`src/rtl/mem_stage.sv`:
```
// mem_stage: MEM pipeline stage of an RV32I core.
//
// The stage issues at most one data-memory request at a time through a
// two-state FSM (IDLE/ACCESS). While a request is outstanding it holds the
// front of the pipe with stall_mem, then loads the MEM/WB register on the
// cycle dmem_resp arrives. Non-memory instructions pass through in one cycle.
// Misaligned accesses are dropped without a request, and the instruction
// retires with its register write suppressed.
//
// Ports
//   clk, rst            : clock, asynchronous active-low reset
//   valid_in            : EX/MEM register holds a real instruction
//   alu_out_in          : effective address or ALU result
//   rs2_in              : store data
//   funct3_in           : load/store width code (bits [1:0] select byte/half/word)
//   br_en_in, u_imm_in, pc_in : pass-through operands
//   ctrl_in[11:0]       : control word
//                         [11] mem_read, [10] mem_write, [9] load_regfile,
//                         [8:4] rd, [3:0] regfilemux_sel
//   dmem_*              : data-memory request (registered) and response
//   stall_mem           : combinational freeze of IF/ID/EX and EX/MEM
//   misaligned          : one-cycle flag for a dropped misaligned access
//   *_wb, data_value, mem_address_last_two_bits, ctrl_wb : MEM/WB register

module mem_stage (
  input  logic        clk,
  input  logic        rst,
  input  logic        valid_in,
  input  logic [31:0] alu_out_in,
  input  logic [31:0] rs2_in,
  input  logic [2:0]  funct3_in,
  input  logic        br_en_in,
  input  logic [31:0] u_imm_in,
  input  logic [31:0] pc_in,
  input  logic [11:0] ctrl_in,
  output logic [31:0] dmem_address,
  output logic        dmem_read,
  output logic        dmem_write,
  output logic [3:0]  dmem_wmask,
  output logic [31:0] dmem_wdata,
  input  logic [31:0] dmem_rdata,
  input  logic        dmem_resp,
  output logic        stall_mem,
  output logic        misaligned,
  output logic        valid_wb,
  output logic [31:0] data_value,
  output logic [2:0]  funct3_wb,
  output logic        br_en_wb,
  output logic [31:0] alu_out_wb,
  output logic [31:0] u_imm_wb,
  output logic [31:0] pc_wb,
  output logic [1:0]  mem_address_last_two_bits,
  output logic [11:0] ctrl_wb
);

  localparam int CTRL_MEM_READ     = 11;
  localparam int CTRL_MEM_WRITE    = 10;
  localparam int CTRL_LOAD_REGFILE = 9;

  typedef enum logic [0:0] {IDLE = 1'b0, ACCESS = 1'b1} state_t;

  state_t state_r;
  state_t state_next_s;

  // Byte enables for a store of the given width at byte offset off.
  function automatic logic [3:0] store_mask(input logic [1:0] width, input logic [1:0] off);
    case (width)
      2'b00:   store_mask = 4'b0001 << off;
      2'b01:   store_mask = 4'b0011 << off;
      default: store_mask = 4'b1111;
    endcase
  endfunction

  // Natural alignment check shared by loads and stores.
  function automatic logic is_aligned(input logic [1:0] width, input logic [1:0] off);
    case (width)
      2'b00:   is_aligned = 1'b1;
      2'b01:   is_aligned = ~off[0];
      default: is_aligned = (off == 2'b00);
    endcase
  endfunction

  logic [1:0] off_s;
  logic       mem_op_s;
  logic       aligned_s;
  logic       is_read_s;
  logic       start_s;
  logic       misal_s;

  assign off_s     = alu_out_in[1:0];
  assign mem_op_s  = valid_in & (ctrl_in[CTRL_MEM_READ] | ctrl_in[CTRL_MEM_WRITE]);
  assign aligned_s = is_aligned(funct3_in[1:0], off_s);
  // A read/write conflict resolves to a read.
  assign is_read_s = ctrl_in[CTRL_MEM_READ];
  assign start_s   = (state_r == IDLE) & mem_op_s & aligned_s;
  assign misal_s   = (state_r == IDLE) & mem_op_s & ~aligned_s;
  // Gated by rst so the stall drops immediately when reset asserts.
  assign stall_mem = rst & (start_s | ((state_r == ACCESS) & ~dmem_resp));

  // Instruction fields captured when a request starts.
  logic [2:0]  hold_funct3_r;
  logic        hold_br_en_r;
  logic [31:0] hold_alu_r;
  logic [31:0] hold_u_imm_r;
  logic [31:0] hold_pc_r;
  logic [11:0] hold_ctrl_r;
  logic        hold_read_r;

  // Next MEM/WB contents.
  logic        wb_valid_s;
  logic [31:0] wb_data_s;
  logic [2:0]  wb_funct3_s;
  logic        wb_br_en_s;
  logic [31:0] wb_alu_s;
  logic [31:0] wb_u_imm_s;
  logic [31:0] wb_pc_s;
  logic [11:0] wb_ctrl_s;

  // FSM state register.
  always_ff @(posedge clk or negedge rst) begin
    if (!rst) begin
      state_r <= IDLE;
    end else begin
      state_r <= state_next_s;
    end
  end

  // FSM next-state logic.
  always_comb begin
    state_next_s = state_r;
    case (state_r)
      IDLE: begin
        if (start_s) state_next_s = ACCESS;
        else         state_next_s = IDLE;
      end
      ACCESS: begin
        if (dmem_resp) state_next_s = IDLE;
        else           state_next_s = ACCESS;
      end
      default: state_next_s = IDLE;
    endcase
  end

  // MEM/WB next-value selection; anything not loading becomes an all-zero bubble.
  always_comb begin
    wb_valid_s  = 1'b0;
    wb_data_s   = 32'h0000_0000;
    wb_funct3_s = 3'b000;
    wb_br_en_s  = 1'b0;
    wb_alu_s    = 32'h0000_0000;
    wb_u_imm_s  = 32'h0000_0000;
    wb_pc_s     = 32'h0000_0000;
    wb_ctrl_s   = 12'h000;
    if (state_r == ACCESS) begin
      if (dmem_resp) begin
        wb_valid_s  = 1'b1;
        wb_data_s   = hold_read_r ? dmem_rdata : 32'h0000_0000;
        wb_funct3_s = hold_funct3_r;
        wb_br_en_s  = hold_br_en_r;
        wb_alu_s    = hold_alu_r;
        wb_u_imm_s  = hold_u_imm_r;
        wb_pc_s     = hold_pc_r;
        wb_ctrl_s   = hold_ctrl_r;
      end else begin
        wb_valid_s  = 1'b0;
      end
    end else if (valid_in && !start_s) begin
      // Non-memory op, or a misaligned access retired without a request.
      wb_valid_s  = 1'b1;
      wb_funct3_s = funct3_in;
      wb_br_en_s  = br_en_in;
      wb_alu_s    = alu_out_in;
      wb_u_imm_s  = u_imm_in;
      wb_pc_s     = pc_in;
      wb_ctrl_s   = ctrl_in;
      wb_ctrl_s[CTRL_LOAD_REGFILE] = ctrl_in[CTRL_LOAD_REGFILE] & ~misal_s;
    end else begin
      wb_valid_s  = 1'b0;
    end
  end

  // Memory request registers and captured instruction; stable throughout ACCESS.
  always_ff @(posedge clk or negedge rst) begin
    if (!rst) begin
      dmem_address  <= 32'h0000_0000;
      dmem_read     <= 1'b0;
      dmem_write    <= 1'b0;
      dmem_wmask    <= 4'b0000;
      dmem_wdata    <= 32'h0000_0000;
      hold_funct3_r <= 3'b000;
      hold_br_en_r  <= 1'b0;
      hold_alu_r    <= 32'h0000_0000;
      hold_u_imm_r  <= 32'h0000_0000;
      hold_pc_r     <= 32'h0000_0000;
      hold_ctrl_r   <= 12'h000;
      hold_read_r   <= 1'b0;
    end else if (start_s) begin
      dmem_address  <= {alu_out_in[31:2], 2'b00};
      dmem_read     <= is_read_s;
      dmem_write    <= ~is_read_s;
      dmem_wmask    <= is_read_s ? 4'b0000 : store_mask(funct3_in[1:0], off_s);
      dmem_wdata    <= rs2_in << {off_s, 3'b000};
      hold_funct3_r <= funct3_in;
      hold_br_en_r  <= br_en_in;
      hold_alu_r    <= alu_out_in;
      hold_u_imm_r  <= u_imm_in;
      hold_pc_r     <= pc_in;
      hold_ctrl_r   <= ctrl_in;
      hold_read_r   <= is_read_s;
    end else if ((state_r == ACCESS) && dmem_resp) begin
      dmem_read     <= 1'b0;
      dmem_write    <= 1'b0;
    end
  end

  // MEM/WB register and misaligned flag; loads every cycle.
  always_ff @(posedge clk or negedge rst) begin
    if (!rst) begin
      valid_wb                  <= 1'b0;
      data_value                <= 32'h0000_0000;
      funct3_wb                 <= 3'b000;
      br_en_wb                  <= 1'b0;
      alu_out_wb                <= 32'h0000_0000;
      u_imm_wb                  <= 32'h0000_0000;
      pc_wb                     <= 32'h0000_0000;
      mem_address_last_two_bits <= 2'b00;
      ctrl_wb                   <= 12'h000;
      misaligned                <= 1'b0;
    end else begin
      valid_wb                  <= wb_valid_s;
      data_value                <= wb_data_s;
      funct3_wb                 <= wb_funct3_s;
      br_en_wb                  <= wb_br_en_s;
      alu_out_wb                <= wb_alu_s;
      u_imm_wb                  <= wb_u_imm_s;
      pc_wb                     <= wb_pc_s;
      mem_address_last_two_bits <= wb_alu_s[1:0];
      ctrl_wb                   <= wb_ctrl_s;
      misaligned                <= misal_s;
    end
  end

endmodule
```
`config.mk`:
```
export PLATFORM = sky130hd
export DESIGN_NAME = mem_stage
export DESIGN_NICKNAME = d
export VERILOG_FILES = /design/src/rtl/mem_stage.sv
export SDC_FILE = /design/constraint.sdc
export NUM_CORES = 1
export LEC_CHECK = 0
export BUFFER_PORTS_ARGS = -buffer_cell sky130_fd_sc_hd__buf_4
export CAP_MARGIN = 40
export CORE_UTILIZATION = 47
export CTS_BUF_LIST = sky130_fd_sc_hd__clkbuf_4 sky130_fd_sc_hd__clkbuf_8
export DETAILED_ROUTE_END_ITERATION = 12
export PLACE_DENSITY = 0.84
export SLEW_MARGIN = 10
export SYNTH_ARGS = -nofsm -noshare
export SYNTH_HDL_FRONTEND = slang
export SYNTH_SLANG_ARGS = --single-unit
```
`constraint.sdc`:
```
create_clock -name clk -period 1.75 [get_ports clk]
set_input_delay 0.35 -clock clk [delete_from_list [all_inputs] [get_ports clk]]
set_output_delay 0.35 -clock clk [all_outputs]
set_load 0.01 [all_outputs]
```
==> out/metrics.cfg <==
[timing]
worst_clock_skew_ps=12.2
hold_violations=0
worst-slew-pin-transition_ps=781
fmax_mhz=492
rsz0062_at_grt=true
final_max_slew_viol_count=0
finalSetupViolCount=91
fin_crit_sh_pct=116
fin_ws_ps=-281
hold_slack_ps=38.3
max_slew_margin_pct=47.8
period_minus_slack_ps=2030

[drt]
drtIter0Drc=539
route.detailed.drc=0
wire_per_inst_um=20.6
via_count=8299
drt-total-wl_um=32800
drt_pass1_iterations=4
viasPerCell=5.21
ant_nets=0

[cts]
clk_latency_ps=550
cts-buffers-inserted=48
cts_max_level=2
cts_tree=yes
clock_sinks=297
cts-root-buf=clkbuf_8
clkTransAtPathRegs_ps=50
cts_buffer_depth=3

[placed_design]
port_buffers=396
hpwlAfterDp_um=21700
place_congestion=0.806
place_area_mm2=0.0153
place_ws_ps=-100

[worst_setup_path]
startpoint=state_r
r2r_cells=6
path_cells=nor2b_2 > and4_4 > buf_12 > o21a_1 > buf_4
cpPeakStageDelay_ps=400
worst-path-buf-inv=2
rrSetupSlack_ps=-120
worst-path-max-fanout=2
crit_arrival_ps=1680
crit_required_ps=1400
r2r-start=state_r
crit_family=simple AND/OR/NAND/NOR gates
r2r-end=hold_alu_r[24]
setup.worst_path.end_class=primary output
cp-start-kind=register
criticalPathCategory=register to primary output
cpMaxStageDelayCell=dfrtp_1

[yosys]
synth_top_cell_by_area=dfrtp_1
synth.distinct_cells=31
ys_seq_area_share_pct=63.0
ys_warn_count=0
synth_top_area_share_pct=63.0
synth_cells=779
syn-cell-area_mm2=0.0118
syn_area_per_cell_um2=15.1
synth_seq_cells=297
synth_area_leaders=dfrtp_1, mux2_4, a22o_1, mux2_2, mux2i_1

[floorplanning]
core_mm2=0.0245
num_rows=57
initial_core_util_pct=48.2
die_w_um=160
io_pins=399
die_h_um=160
dieArea_mm2=0.0257

[outcome]
status=finished, violations left
failed_checks=setup timing

[global_routing]
antenna_found_initial=2
grt_max_degree=144
grt.busiest_layer=met2
grt_usage_pct=25.1
gr-usage-met3_pct=7.18
use_met1_pct=28.8
grt_first_pass_wirelength_um=50000
grt_pass1_vias=9165
grt_overflow=0
use_met2_pct=43.3

[worst_hold_path]
hp-class=input pin to register
worst_hold_path.num_cells=2
hp-start=funct3_in[2]
whs_endpoint=funct3_wb[2]

[pwr]
power_density_mw_per_mm2=1170
power.leakage_nw=8.58
vdd_ir_drop_max_mv=0.776

[layout]
multi_input_area_mm2=0.00377
final_core_util_pct=68.7
register_area_mm2=0.00743
nNetsFinal=1415
drive_gt1_share_pct=53.5
antennaDiodeCount=0
fill_cells=1647
area_growth_pct=42.5
mostFrequentLayoutCells=buf_4, dfrtp_1, a22o_1
final_cell_area_mm2=0.0168
final_common_cell=buf_4

[job]
max_cap_violations=0

## cells in the mapped netlist, drive strengths merged
| cell type | instances |
|---|---|
| and3 | 32 |
| nor4 | 1 |
| dfrtp | 297 |
| o21bai | 2 |
| nand2b | 3 |
| o21a | 1 |
| conb | 1 |
| buf | 69 |
| inv | 10 |
| clkbuf | 23 |
| or2 | 3 |
| mux2 | 140 |
| and4 | 1 |
| nor2 | 12 |
| a22o | 109 |
| nand2 | 9 |
| o21ai | 2 |
| o2bb2ai | 8 |
| nor2b | 4 |
| a31oi | 2 |
| mux2i | 42 |
| a21oi | 3 |
| and2 | 1 |
| nand3b | 1 |
| a32o | 3 |
## flip-flops by register name (all words and copies together), names as in the netlist
register,flops
valid_wb,1
hold_alu_r,32
ctrl_wb,12
hold_pc_r,32
br_en_wb,1
dmem_wmask,4
u_imm_wb,32
state_r,1
pc_wb,32
dmem_wdata,32
misaligned,1
hold_u_imm_r,32
hold_br_en_r,1
dmem_read,1
data_value,32
dmem_write,1
alu_out_wb,31
hold_ctrl_r,12
mem_address_last_two_bits,1
hold_funct3_r,3
funct3_wb,3
## cells by family after synthesis
family	synth area share [%]
buffers and inverters	5.22
multiplexers	19.1
other	0.0318
flip-flops	63.0
AO/OA/AOI/OAI	9.46
AND/OR/NAND/NOR	3.14
## metal layers
layer / wire length (um) / vias to the layer above / part of all wire (%)
li1: - / 3670 / -
met1: 12200 / 4196 / 37
met2: 16900 / 334 / 52
met3: 2350 / 95 / 7.2
met4: 1250 / 4 / 3.8
met5: 23 / - / 0.070
## through the flow
step / TNS [ps] / std cells / total power, W
3_3_place_gp: -7090 / 1457 / 0.0132
2_1_floorplan: -34.9 / 780 / 0.0113
3_5_place_dp: -7540 / 1457 / 0.0134
4_1_cts: -396 / 1590 / 0.0197
6_report: -5200 / 1592 / 0.0196
5_1_grt: -6140 / 1592 / 0.0205
## timing repair
| item | 4_1_cts | 5_1_grt |
|---|---|---|
| gates resized for setup | 1 | 3 |
| endpoints found under the setup margin | 12 | 93 |
| hold buffers | 46 | 0 |
| hold endpoints to repair | 217 | 0 |
| setup buffers | 4 | 0 |
| cloned | 0 | 2 |
| pin swaps | 1 | 1 |
## worst max-delay path by stage
stage | to | depth (start not counted)
after floorplan | stall_mem | 7
after global routing | stall_mem | 5
after CTS | stall_mem | 5
final | stall_mem | 5
after detailed placement | dmem_wdata[24] | 5
after global placement | dmem_wdata[18] | 5
## final cells by class
type	instances	share of cell area (%)
Timing Repair Buffer	497	24.7
Clock inverter	11	0.648
Clock buffer	72	5.30
Multi-Input combinational cell	381	22.4
Inverter	10	0.223
Sequential cell	297	44.3
Tap cell	324	2.41
## worst register-to-register path, delay by kind of cell, from the launching register on
kind	cells	cell delay, ps
buffers and inverters	3	600
and+or+nand+nor	2	430
DFF	1	400
muxes	1	330
## power breakdown
part	leakage [nW]	internal, W	total, W	switching (W)
clock	0.540	0.00354	0.00616	0.00262
sequential	3.77	0.00813	0.00892	0.000791
combinational	4.27	0.00271	0.00455	0.00184
Note: power is estimated with default switching activity, not from simulation.
